**src/rtl/branch_perf_counters.sv**
```systemverilog
// branch_perf_counters
//
// A bank of CHANNELS independent WIDTH-bit event counters for pipeline performance monitoring
// (branch lookups, mispredictions, flushes, ...). A sampling window of WINDOW enabled cycles
// periodically copies the live counts into a snapshot bank and restarts them. Each channel
// also has a sticky overflow flag.
//
// Build option:
//   PERF_SATURATE_EN  defined   -> a counter that overflows saturates at all-ones
//                     undefined -> a counter that overflows wraps to zero (default)
//   OVF is set in both builds. The same rule applies to the value captured at a window end.
//
// Ports:
//   clock_i        single clock; all state updates on the rising edge
//   init_i         asynchronous active-high reset; every output reads 0 while it is high
//   clear_i        synchronous clear of live counters, window position and overflow flags
//   enable_i       count gate; events and window advance only while high
//   event_i        bit i = one event on channel i this cycle
//   sel_i          channel select for the two read-out muxes (out of range reads 0)
//   live_count_o   live counter of channel sel_i
//   snap_count_o   last window snapshot of channel sel_i
//   snap_valid_o   one-cycle pulse following the window-end edge
//   ovf_o          sticky per-channel overflow flags
//   window_pos_o   enabled cycles elapsed in the current window
module branch_perf_counters #(
  parameter int unsigned WIDTH    = 16,
  parameter int unsigned CHANNELS = 2,
  parameter int unsigned WINDOW   = 256,
  localparam int unsigned SelW    = (CHANNELS > 1) ? $clog2(CHANNELS) : 1,
  localparam int unsigned PosW    = $clog2(WINDOW)
) (
  input  logic                clock_i,
  input  logic                init_i,
  input  logic                clear_i,
  input  logic                enable_i,
  input  logic [CHANNELS-1:0] event_i,
  input  logic [SelW-1:0]     sel_i,
  output logic [WIDTH-1:0]    live_count_o,
  output logic [WIDTH-1:0]    snap_count_o,
  output logic                snap_valid_o,
  output logic [CHANNELS-1:0] ovf_o,
  output logic [PosW-1:0]     window_pos_o
);

  logic [WIDTH-1:0]    cnt_q  [CHANNELS];
  logic [WIDTH-1:0]    cnt_d  [CHANNELS];
  logic [WIDTH-1:0]    snap_q [CHANNELS];
  logic [WIDTH-1:0]    snap_d [CHANNELS];
  logic [PosW-1:0]     wpos_q, wpos_d;
  logic                snap_valid_q, snap_valid_d;
  logic [CHANNELS-1:0] ovf_q, ovf_d;

  // Per-channel incremented value and its overflow condition, shared by the normal-count
  // path and the window-end snapshot path so the last cycle's event lands in the snapshot.
  logic [WIDTH-1:0]    inc_val [CHANNELS];
  logic [CHANNELS-1:0] inc_ovf;
  logic                win_end;

  assign win_end = (wpos_q == PosW'(WINDOW - 1));

  always_comb begin
    for (int i = 0; i < CHANNELS; i++) begin
      inc_ovf[i] = event_i[i] & (&cnt_q[i]);
      if (!event_i[i]) begin
        inc_val[i] = cnt_q[i];
      end else if (inc_ovf[i]) begin
`ifdef PERF_SATURATE_EN
        inc_val[i] = '1;
`else
        inc_val[i] = '0;
`endif
      end else begin
        inc_val[i] = cnt_q[i] + WIDTH'(1);
      end
    end
  end

  // Priority: clear > window end > normal count. The pulse drops on every edge unless
  // this edge ends a window.
  always_comb begin
    cnt_d        = cnt_q;
    snap_d       = snap_q;
    wpos_d       = wpos_q;
    ovf_d        = ovf_q;
    snap_valid_d = 1'b0;

    if (clear_i) begin
      for (int i = 0; i < CHANNELS; i++) begin
        cnt_d[i] = '0;
      end
      wpos_d = '0;
      ovf_d  = '0;
    end else if (enable_i) begin
      ovf_d = ovf_q | inc_ovf;
      if (win_end) begin
        snap_d = inc_val;
        for (int i = 0; i < CHANNELS; i++) begin
          cnt_d[i] = '0;
        end
        wpos_d       = '0;
        snap_valid_d = 1'b1;
      end else begin
        cnt_d  = inc_val;
        wpos_d = wpos_q + PosW'(1);
      end
    end
  end

  always_ff @(posedge clock_i or posedge init_i) begin
    if (init_i) begin
      for (int i = 0; i < CHANNELS; i++) begin
        cnt_q[i]  <= '0;
        snap_q[i] <= '0;
      end
      wpos_q       <= '0;
      ovf_q        <= '0;
      snap_valid_q <= 1'b0;
    end else begin
      cnt_q        <= cnt_d;
      snap_q       <= snap_d;
      wpos_q       <= wpos_d;
      ovf_q        <= ovf_d;
      snap_valid_q <= snap_valid_d;
    end
  end

  // Loop-compare read-out so an unused select code simply matches nothing and reads 0.
  always_comb begin
    live_count_o = '0;
    snap_count_o = '0;
    for (int i = 0; i < CHANNELS; i++) begin
      if (SelW'(i) == sel_i) begin
        live_count_o = cnt_q[i];
        snap_count_o = snap_q[i];
      end
    end
  end

  assign snap_valid_o = snap_valid_q;
  assign ovf_o        = ovf_q;
  assign window_pos_o = wpos_q;

endmodule

```
**config.mk**
```make
export PLATFORM = sky130hd
export DESIGN_NAME = branch_perf_counters
export DESIGN_NICKNAME = d
export VERILOG_FILES = /design/src/rtl/branch_perf_counters.sv
export SDC_FILE = /design/constraint.sdc
export NUM_CORES = 1
export LEC_CHECK = 0
export ABC_AREA = 1
export CAP_MARGIN = 20
export CORE_ASPECT_RATIO = 1.75
export CORE_MARGIN = 8
export CORE_UTILIZATION = 25
export DETAILED_ROUTE_END_ITERATION = 8
export RECOVER_POWER = 100
export SLEW_MARGIN = 20
export SYNTH_ARGS = -nofsm -noshare
export SYNTH_HDL_FRONTEND = slang
export SYNTH_SLANG_ARGS = --single-unit
```
**constraint.sdc**
```tcl
create_clock -name clock_i -period 4.7 [get_ports clock_i]
set_input_delay 0.47 -clock clock_i [delete_from_list [all_inputs] [get_ports clock_i]]
set_output_delay 0.47 -clock clock_i [all_outputs]
set_load 0.02 [all_outputs]
```
-- Word-level counts from Yosys, hierarchy flattened
Index checks and enable logic that the tools add are counted.
- $add $sub $neg: 3
- multiply operators: 0
- div/mod/pow operators: 0
- magnitude comparators: 0
- equality and inequality tests: 1
- shift operators: 0
- multiplexer cells: 17
- bitwise logic cells: 4
- reductions and logical operators: 4
- operator list (kind ; number):
    $mux 16 ; 6
    $mux 32 ; 3
    $add 16x1->16 const B ; 2
    $reduce_and 16->1 ; 2
    $mux 8 ; 3
    $add 8x1->8 const B ; 1
    $eq 8x8->1 const B ; 1
    $mux 2 ; 2
    $mux 1 ; 3
    $reduce_and 3->1 ; 1
    $and 1x1->1 ; 2
    $or 2x2->2 ; 1
    $reduce_bool 2->1 ; 1
    $not 1->1 ; 1
- bits in registers: 75
- bits in latches: 0
- RAM bits: 0
- ROM bits: 0
- input port bits: 7
- output and inout port bits: 43
- word-level logic and storage cells: 36
- memories kept: 0

-- Logic depth before layout (Yosys ltp)
Gate-level depths: netlist (run 1).
- depth after elaboration: 7
- gate-level depth with buffers: 11
- gate-level depth less buffers: 9

-- Worst setup path before layout (run 1)
No wires, ideal clock.
- kind: input-to-output
- from: in sel_i
- to: out live_count_o[11]
- arrival time: 1243 ps
- required time: 4230 ps
- setup slack: 2987 ps
- cell stages on the path: 4
- path buffers: 2
- cell sequence: buf_2 -> clkbuf_1 -> nand2_1 -> o21ai_0
- longest elaborated chain between the ends: 1
- ends and longest elaborated chain (item ; line ; source):
    from (decl) ; 37 ; input logic [SelW-1:0] sel_i,
    $mux 16 ; 132 ; if (SelW'(i) == sel_i) begin
    to (decl) ; 38 ; output logic [WIDTH-1:0] live_count_o,
No other way between the ends.

-- Worst setup path in the final report (run 1)
- from: in event_i[0]
- to: reg cnt_q[29] (netlist bit)
- longest elaborated chain between the ends: 6
- ends and longest elaborated chain (item ; line ; source):
    from (decl) ; 36 ; input logic [CHANNELS-1:0] event_i,
    $and 1x1->1 ; 63 ; inc_ovf[i] = event_i[i] & (&cnt_q[i]);
    $mux 16 ; 66 ; end else if (inc_ovf[i]) begin
    $mux 16 * ; 64 ; if (!event_i[i]) begin
    $mux 32 * ; 95 ; if (win_end) begin
    $mux 32 * ; 93 ; end else if (enable_i) begin
    $mux 32 * ; 87 ; if (clear_i) begin
    to (signal assigned) ; 119 ; cnt_q <= cnt_d;
    to (decl) ; 45 ; logic [WIDTH-1:0] cnt_q [CHANNELS];
Mark *: on every way between the ends. The rest lies on a longest branch, timed or not. The select of a mux whose other input is x is not followed.
A chain may end at the register's enable or synchronous reset.

==> metrics, run 1 <==
outcome=finished with violations; violated checks=max-capacitance violations, max-slew violations; Mapped Cells=553; DRT Wirelength=roughly 12000 um; Sw Pwr=328 uW; RSZ-0062 raised after global routing=false; largest net degree at the start of global routing=50; ANT nets after route=0; H-tree Lvls=3; Crit. End Element=flop; via count=3684; final core occ=30.8%; first-pass GRT wire length=between 20000 and 25000 um; top-area cell type share of the netlist area=~45%; period utilization=between 50% and 60%; P_int=1.09 mW; Critical-path top delay cell=dlygate4sd3_1; clock share of power=48.9%; worst min path class=flop to flop; Setup CP Type=input port to flop; Placement Rows=63; Finished Cell Area=5140 sq um; Sw Ratio=23.1%; most frequent cell after synthesis=nand2_1; Comb power frac=5.0%; Critical Path RT=4.88 ns; Worst Max-Slew Pin Slew=about 1.7 ns; synth unique cells=32; CTS Buffer Depth=2; leakage power=2.52 nW; final setup violation count=0; Multi-input gate area=1960 sq um; Tot GR Track Use=12.4%; Area contributors post-synth=dfrtp_1 45%, nand2_1 18%, inv_1 4.7%, nand3_1 4.2%, o21ai_0 4.0%; dpl hpwl=9230 um; EDFF count, synth=0; # clock sinks=75; crit path launch type=input port; main flop type after synthesis=dfrtp_1; CP arrival=2.97 ns; Clock Skews=0.00679 ns; die width=114 um; TritonRoute pass-1 iters=4; slowest stage delay, CP=between 0.7 and 0.8 ns; cts repair resizes=0; fillers=1869; Core Region=16700 sq um; synthesized flop and latch total=75; area post-placement=4880 sq um; final hold vios=0; cell area after synthesis=4210 sq um; die area=21400 sq um; Die Y=around 190 um; WP buf/inv=1; maxcap violations=1; Vias per Instance=4.46; Slew Limit Fails=37; P&R area growth vs syn=22.0%; DR DRC count=0; Sequential Power Share=46.1%; root buffer cell=clkbuf_16; Initial Util=25.2%; dominant delay contributor by cell family on the critical path=simple AND/OR/NAND/NOR gates; hold_buf cts=0; Final #Nets=~600; routability cong.=0.814; ant diodes=0; fmax=359 MHz; postcts setup bufs=0; total CTS buffers=9; Congestion Overflow GR=0; register area share after synthesis=44.5%; worst skew pair latency=about 0.34 ns; final worst path period need=2.78 ns; Synth Net Count=563; Mean Syn Cell Area=around 7.6 sq um; routed len/inst=15.1 um; CTS tree=done; setup tns final=0 ns; Yosys warnings=0; Async SR Flop Fraction=100%; CP Max Fanout=13; Worst slew margin=-12.4%; Synth top cells by count=202 x nand2_1, 75 x dfrtp_1, 53 x inv_1; Reg area=~1900 sq um; CP Cell Sequence=dlygate4sd3_1, nand3_1, nor2_1, nand4_1, nand3_1, o21ai_0; top cell type by total area after synthesis=dfrtp_1; layout cells sized above 1=8.01%; PwrDens=~280 nW/um^2; io pins=50; vias in the first global route=3724; initial antenna violation count=0; Clock transition at path regs=around 0.060 ns; initial DRC count=223; critical path's most frequent cell=nand3_1; PortBufs=49; VDD IR max=between 0.1 and 0.15 mV
metal layers:
| metal | GRT usage (%) | share of wire [%] | vias to the layer above |
|---|---|---|---|
| li1 | - | - | 1856 |
| met2 | 22.2 | 55 | 49 |
| met4 | 7.06 | 3.3 | 0 |
| met3 | 2.03 | 2.8 | 20 |
| met5 | 0 | 0 | - |
| met1 | 13.2 | 39 | 1759 |
cell usage in the layout, fill, tap and decap left out, types with 3 or more instances in the layout:
master,synthesis,routed
buf_4,3,3
nand4_1,12,13
dlygate4sd3_1,0,45
o21ai_0,34,49
o21ai_1,22,7
nand2_2,5,5
a21oi_1,6,6
xor2_1,10,10
inv_1,53,54
o22ai_1,8,8
nand3_1,35,36
dfrtp_1,75,75
o21bai_1,3,3
clkinv_2,0,3
clkdlybuf4s50_1,0,3
nor2_1,27,29
clkbuf_16,0,9
nand2_1,202,202
ha_1,3,3
mux2_2,15,15
area by class of cell:
class | instances | share of cell area [%]
Tap cell | 227 | 5.53
Timing Repair Buffer | 52 | 9.88
Multi-Input combinational cell | 400 | 38.2
Sequential cell | 75 | 36.5
Inverter | 56 | 4.11
Clock buffer | 11 | 4.72
Clock inverter | 5 | 1.02
sequential cells by signal, indices dropped and copies added (netlist names):
register and count:
cnt_q 32, ovf_o 2, snap_valid_o 1, window_pos_o 8
snap_q 32
power groups by stage:
stage                     combinational (mW)  clock [mW]  sequential [mW]
final                                 0.0705       0.694            0.654
after global routing                  0.0797       0.739            0.654
after CTS                             0.0755       0.707            0.654
after detailed placement              0.0755           0            0.666
after global placement                0.0743           0            0.666
after floorplan                       0.0448           0            0.666
kinds of logic after synthesis:
family	after synthesis	synth area share, %
fa+ha+maj	3	0.891
xor+xnor	12	2.49
compound gates	75	9.44
mux	15	4.01
simple gates	295	30.6
flops	75	44.5
buf+inv	78	8.02
final timing paths:
path,startpoint,end,slack (ns),depth (start not counted)
max,event_i[0],cnt_q[29],1.92,6
min,snap_q[12],snap_q[12],0.48,2
max reg2reg,window_pos_o[0],cnt_q[23],2.13,8
min reg2reg,snap_q[12],snap_q[12],0.48,2
max in group asynchronous,init_i,cnt_q[31],2.50,3
min in group asynchronous,init_i,snap_q[18],0.99,2
tightest hold or removal path, delay by kind of cell, from the launching register on:
family,cells,cell delay [ns]
and+or+nand+nor,2,0.11
DFF,1,0.34
per-stage QoR:
stage          power [mW]  hold WS (ns)  instances  worst slack [ns]
3_5_place_dp        0.741         0.463        810              2.05
5_1_grt              1.47         0.496        826              1.73
2_1_floorplan       0.711         0.443        553              2.32
3_3_place_gp        0.740         0.457        810              2.06
6_report             1.42         0.475        826              1.92
4_1_cts              1.44         0.480        826              2.06
No activity file was read; power rests on OpenSTA's default activity.
==> run 2: changes to the inputs <==
==> constraint.sdc (replaced) <==
create_clock -name clock_i -period 2.29 [get_ports clock_i]
set_input_delay 0.229 -clock clock_i [delete_from_list [all_inputs] [get_ports clock_i]]
set_output_delay 0.229 -clock clock_i [all_outputs]
set_load 0.02 [all_outputs]
==> metrics, run 2 (same netlist as run 1, synthesis figures left out) <==
Vias per Instance=4.50; crit path launch type=flop; Clock Skews=roughly 0.0070 ns; ant diodes=0; Slew Limit Fails=34; violated checks=max-capacitance violations, max-slew violations; period utilization=91.5%; die area=21400 sq um; hold slack final=0.482 ns; maxcap violations=1; TritonRoute pass-1 iters=4; dominant delay contributor by cell family on the critical path=buffers and inverters; H-tree Lvls=3; Post-Layout Cell Count=841; largest net degree at the start of global routing=44; WP buf/inv=2; DR DRC count=0; hold_buf cts=0; register-to-register setup slack=0.30 ns; routability cong.=0.895; postcts setup bufs=0; worst min path class=flop to flop; PortBufs=49; P&R area growth vs syn=25.9%; Placement Rows=63; CTS Buffer Depth=2; DP Worst Slack=~0.18 ns; layout cells sized above 1=about a tenth; Critical Path RT=about 2 ns; dpl hpwl=around 9600 um; initial antenna violation count=0; most frequent cells in the layout=202 x nand2_1, 75 x dfrtp_1, 54 x inv_1; PwrDens=between 500 and 600 nW/um^2; final setup violation count=0; final hold vios=0; # clock sinks=75; Critical-path top delay cell=dlygate4sd3_1; routed len/inst=between 15 and 20 um; cts repair resizes=0; DRT Wirelength=12700 um; Placed Cells=slightly above 800; Setup CP Type=flop to output pin; Clock transition at path regs=0.06 ns; final worst path period need=2.09 ns; ANT nets after route=0; Core Region=~17000 sq um; die width=roughly 110 um; root buffer cell=clkbuf_16; Initial Util=25.2%; io pins=50; initial DRC count=234; Congestion Overflow GR=0; final core occ=31.8%; RSZ-0062 raised after global routing=false; worst skew pair latency=0.34 ns; CTS tree=done; via count=3784; first-pass GRT wire length=approximately 21000 um; Die Y=approximately 190 um; CP Max Fanout=5; fmax=approximately 480 MHz; outcome=finished with violations; VDD IR max=0.365 mV; Final WS setup=0.196 ns; Tot GR Track Use=12.5%; leakage power=approximately 2.6 nW; Crit. End Element=output pin; Worst Max-Slew Pin Slew=1.53 ns; CP arrival=between 1.5 and 2 ns; total CTS buffers=9; CP Cell Sequence=inv_1, o21ai_0, dlygate4sd3_1; setup tns final=0 ns; Final #Nets=619; commonest non-fill, non-tap cell in the layout=nand2_1; slowest stage delay, CP=~0.73 ns; Worst slew margin=-2.83%; vias in the first global route=3799
## run 2: cell count changes in the layout (fill, tap and decap cells not counted), moves of 2 or more
cell             change
buf_4                +8
o21ai_1              -3
clkbuf_1             +5
o21ai_0              +3
clkbuf_2             +2
dlygate4sd3_1        -8
clkdlybuf4s50_1      +8
bufinv_16            +2
## run 2: metrics by stage
stage                     total power [mW]  instance area [sq um]
after detailed placement              1.54                   5000
final                                 3.15                   5310
after global routing                  3.25                   5310
after global placement                1.54                   5000
after floorplan                       1.46                   4210
after CTS                             3.19                   5350
## run 2: per-layer routing
metal	vias up	share of wire, %	GRT usage (%)
met5	-	0	0
met4	0	4.9	7.83
met3	27	3.2	1.87
met2	71	55	23.4
met1	1792	37	12.3
li1	1894	-	-
## run 2: worst reg2reg max path, cell delays in order, from the launching register on
cell and delay [ns]:
dfrtp_1 0.43, ha_1 0.26, nand3_1 0.13, inv_1 0.09, nand2_1 0.07, nand2_1 0.06, inv_1 0.59, nand3_1 0.16
o21ai_0 0.13
## run 2: layout make-up
type / count / area (sq um)
clock buffer: 11 / 243
multi-input combinational: 400 / 1990
sequential: 75 / 1880
tap: 227 / 284
timing repair buffer: 67 / 599
inverter: 56 / 211
fill: 1835 / 11400
clock inverter: 5 / 100
## run 2: report_power, final
| part | switching (mW) | internal (mW) | total (mW) |
|---|---|---|---|
| clock | 0.554 | 1.09 | 1.64 |
| sequential | 0.00989 | 1.33 | 1.34 |
| combinational | 0.112 | 0.0502 | 0.162 |
## run 2: worst paths after layout
| check | startpoint | endpoint | depth (start not counted) |
|---|---|---|---|
| min | snap_q[7] | snap_q[7] | 2 |
| max | cnt_q[27] | live_count_o[11] | 3 |
| min in group asynchronous | init_i | cnt_q[5] | 2 |
| max reg2reg | window_pos_o[0] | window_pos_o[5] | 8 |
| min reg2reg | snap_q[7] | snap_q[7] | 2 |
| max in group asynchronous | init_i | snap_q[29] | 3 |
==> run 3: changes to the inputs <==
--- a/config.mk
+++ b/config.mk
@@ -8,7 +8,7 @@
 export ABC_AREA = 1
 export CAP_MARGIN = 20
 export CORE_ASPECT_RATIO = 1.75
-export CORE_MARGIN = 8
+export CORE_MARGIN = 4
 export CORE_UTILIZATION = 25
 export DETAILED_ROUTE_END_ITERATION = 8
 export RECOVER_POWER = 100
==> metrics, run 3 (same netlist as run 1, synthesis figures left out) <==
via count=3756; cts repair resizes=0; CP arrival=1.90 ns; layout cells sized above 1=between 9 and 10%; worst r2r src=window_pos_o[0]; Die Y=between 150 and 200 um; Crit. End Element=output pin; largest net degree at the start of global routing=44; DRT Wirelength=12400 um; initial antenna violation count=0; CTS tree=done; CTS Buffer Depth=2; Comb power frac=5.0%; CP Cell Sequence=clkbuf_2, clkbuf_1, mux2_2, dlygate4sd3_1; CP Max Fanout=25; VDD IR max=roughly 0.36 mV; Sw Ratio=20.6%; P_int=2.62 mW; PortBufs=49; Finished Cell Area=around 5300 sq um; Critical Path RT=roughly 2 ns; Worst slew margin=8.60%; vias in the first global route=~3800; outcome=complete, no violations; TritonRoute pass-1 iters=4; Clock transition at path regs=0.06 ns; Clock Skews=0.00524 ns; routability cong.=0.821; worst hold start=snap_q[0]; Vias per Instance=4.49; Sequential Power Share=roughly two fifths; final worst path period need=approximately 2.1 ns; io pins=50; RSZ-0062 raised after global routing=false; most frequent cells in the layout=202 x nand2_1, 75 x dfrtp_1, 54 x inv_1; Setup CP Type=input port to output pin; Tot GR Track Use=13.7%; P&R area growth vs syn=26.9%; crit path launch type=input port; worst skew pair latency=0.34 ns; Placement Rows=62; Worst Max-Slew Pin Slew=around 1.4 ns; Critical-path top delay cell=dlygate4sd3_1; final setup violation count=0; postcts setup bufs=0; root buffer cell=clkbuf_16; die area=19100 sq um; Final #Nets=618; CP Launch Point=sel_i; hold slack final=0.478 ns; Core Region=~17000 sq um; first-pass GRT wire length=20300 um; hold_buf cts=0; routed len/inst=14.8 um; Initial Util=25.5%; fmax=between 400 and 500 MHz; ant diodes=0; die width=roughly 110 um; H-tree Lvls=3; total CTS buffers=9; DR DRC count=0; maxcap violations=0; ANT nets after route=0; slowest stage delay, CP=0.65 ns; Congestion Overflow GR=0; leakage power=~2.6 nW; Sw Pwr=between 600 and 700 uW; period utilization=93.0%; dpl hpwl=9380 um; final hold vios=0; Slew Limit Fails=0; # clock sinks=75; PwrDens=between 600 and 700 nW/um^2; final core occ=32.4%; worst min path class=flop to flop; area post-placement=5030 sq um; clock share of power=a little over half; commonest non-fill, non-tap cell in the layout=nand2_1; PnR Total Power=3.30 mW; setup tns final=0 ns; initial DRC count=162
==> run 3: per-stage QoR <==
step,setup WS [ns],std cells
finish,0.159,837
global route,0.0527,837
CTS,0.186,837
detailed placement,0.144,821
global placement,0.180,821
floorplan,0.151,553
==> run 3: worst paths after layout <==
path                                         to  slack [ns]  depth (start not counted)
worst min register to register        snap_q[0]        0.48                          2
worst max register to register        snap_q[8]        0.25                          7
min in group asynchronous              cnt_q[4]        0.65                          2
worst max-delay path            snap_count_o[8]        0.16                          4
max in group asynchronous             cnt_q[27]        0.50                          3
worst min-delay path                  snap_q[0]        0.48                          2
==> run 3: worst max-delay path: cells and delay by family <==
kind	cells	cell delay [ns]
muxes	1	0.35
buffers and inverters	3	1.32
==> run 3: area by class of cell <==
| cell class | count | area, sq um |
|---|---|---|
| clock inverters | 4 | 120 |
| well taps | 224 | 280 |
| repair buffers | 66 | 619 |
| multi-input cells | 400 | 1980 |
| inverters | 56 | 211 |
| clock buffers | 12 | 256 |
| flip-flops and latches | 75 | 1880 |
| fillers | 1775 | 11200 |
==> run 3: routing by layer <==
metal  GRT usage [%]  vias to the layer above  share of wire (%)
met4            5.29                        0                2.2
met3            2.30                       15                2.5
met5               0                        -                  0
met1            15.1                     1800                 39
met2            25.6                       60                 56
li1                -                     1881                  -
==> run 3: power groups by stage <==
| stage | registers (mW) | logic (mW) | clock network [mW] |
|---|---|---|---|
| floorplan | 1.37 | 0.0919 | 0 |
| global placement | 1.37 | 0.183 | 0 |
| detailed placement | 1.37 | 0.185 | 0 |
| CTS | 1.34 | 0.185 | 1.83 |
| global route | 1.34 | 0.187 | 1.88 |
| finish | 1.34 | 0.166 | 1.80 |
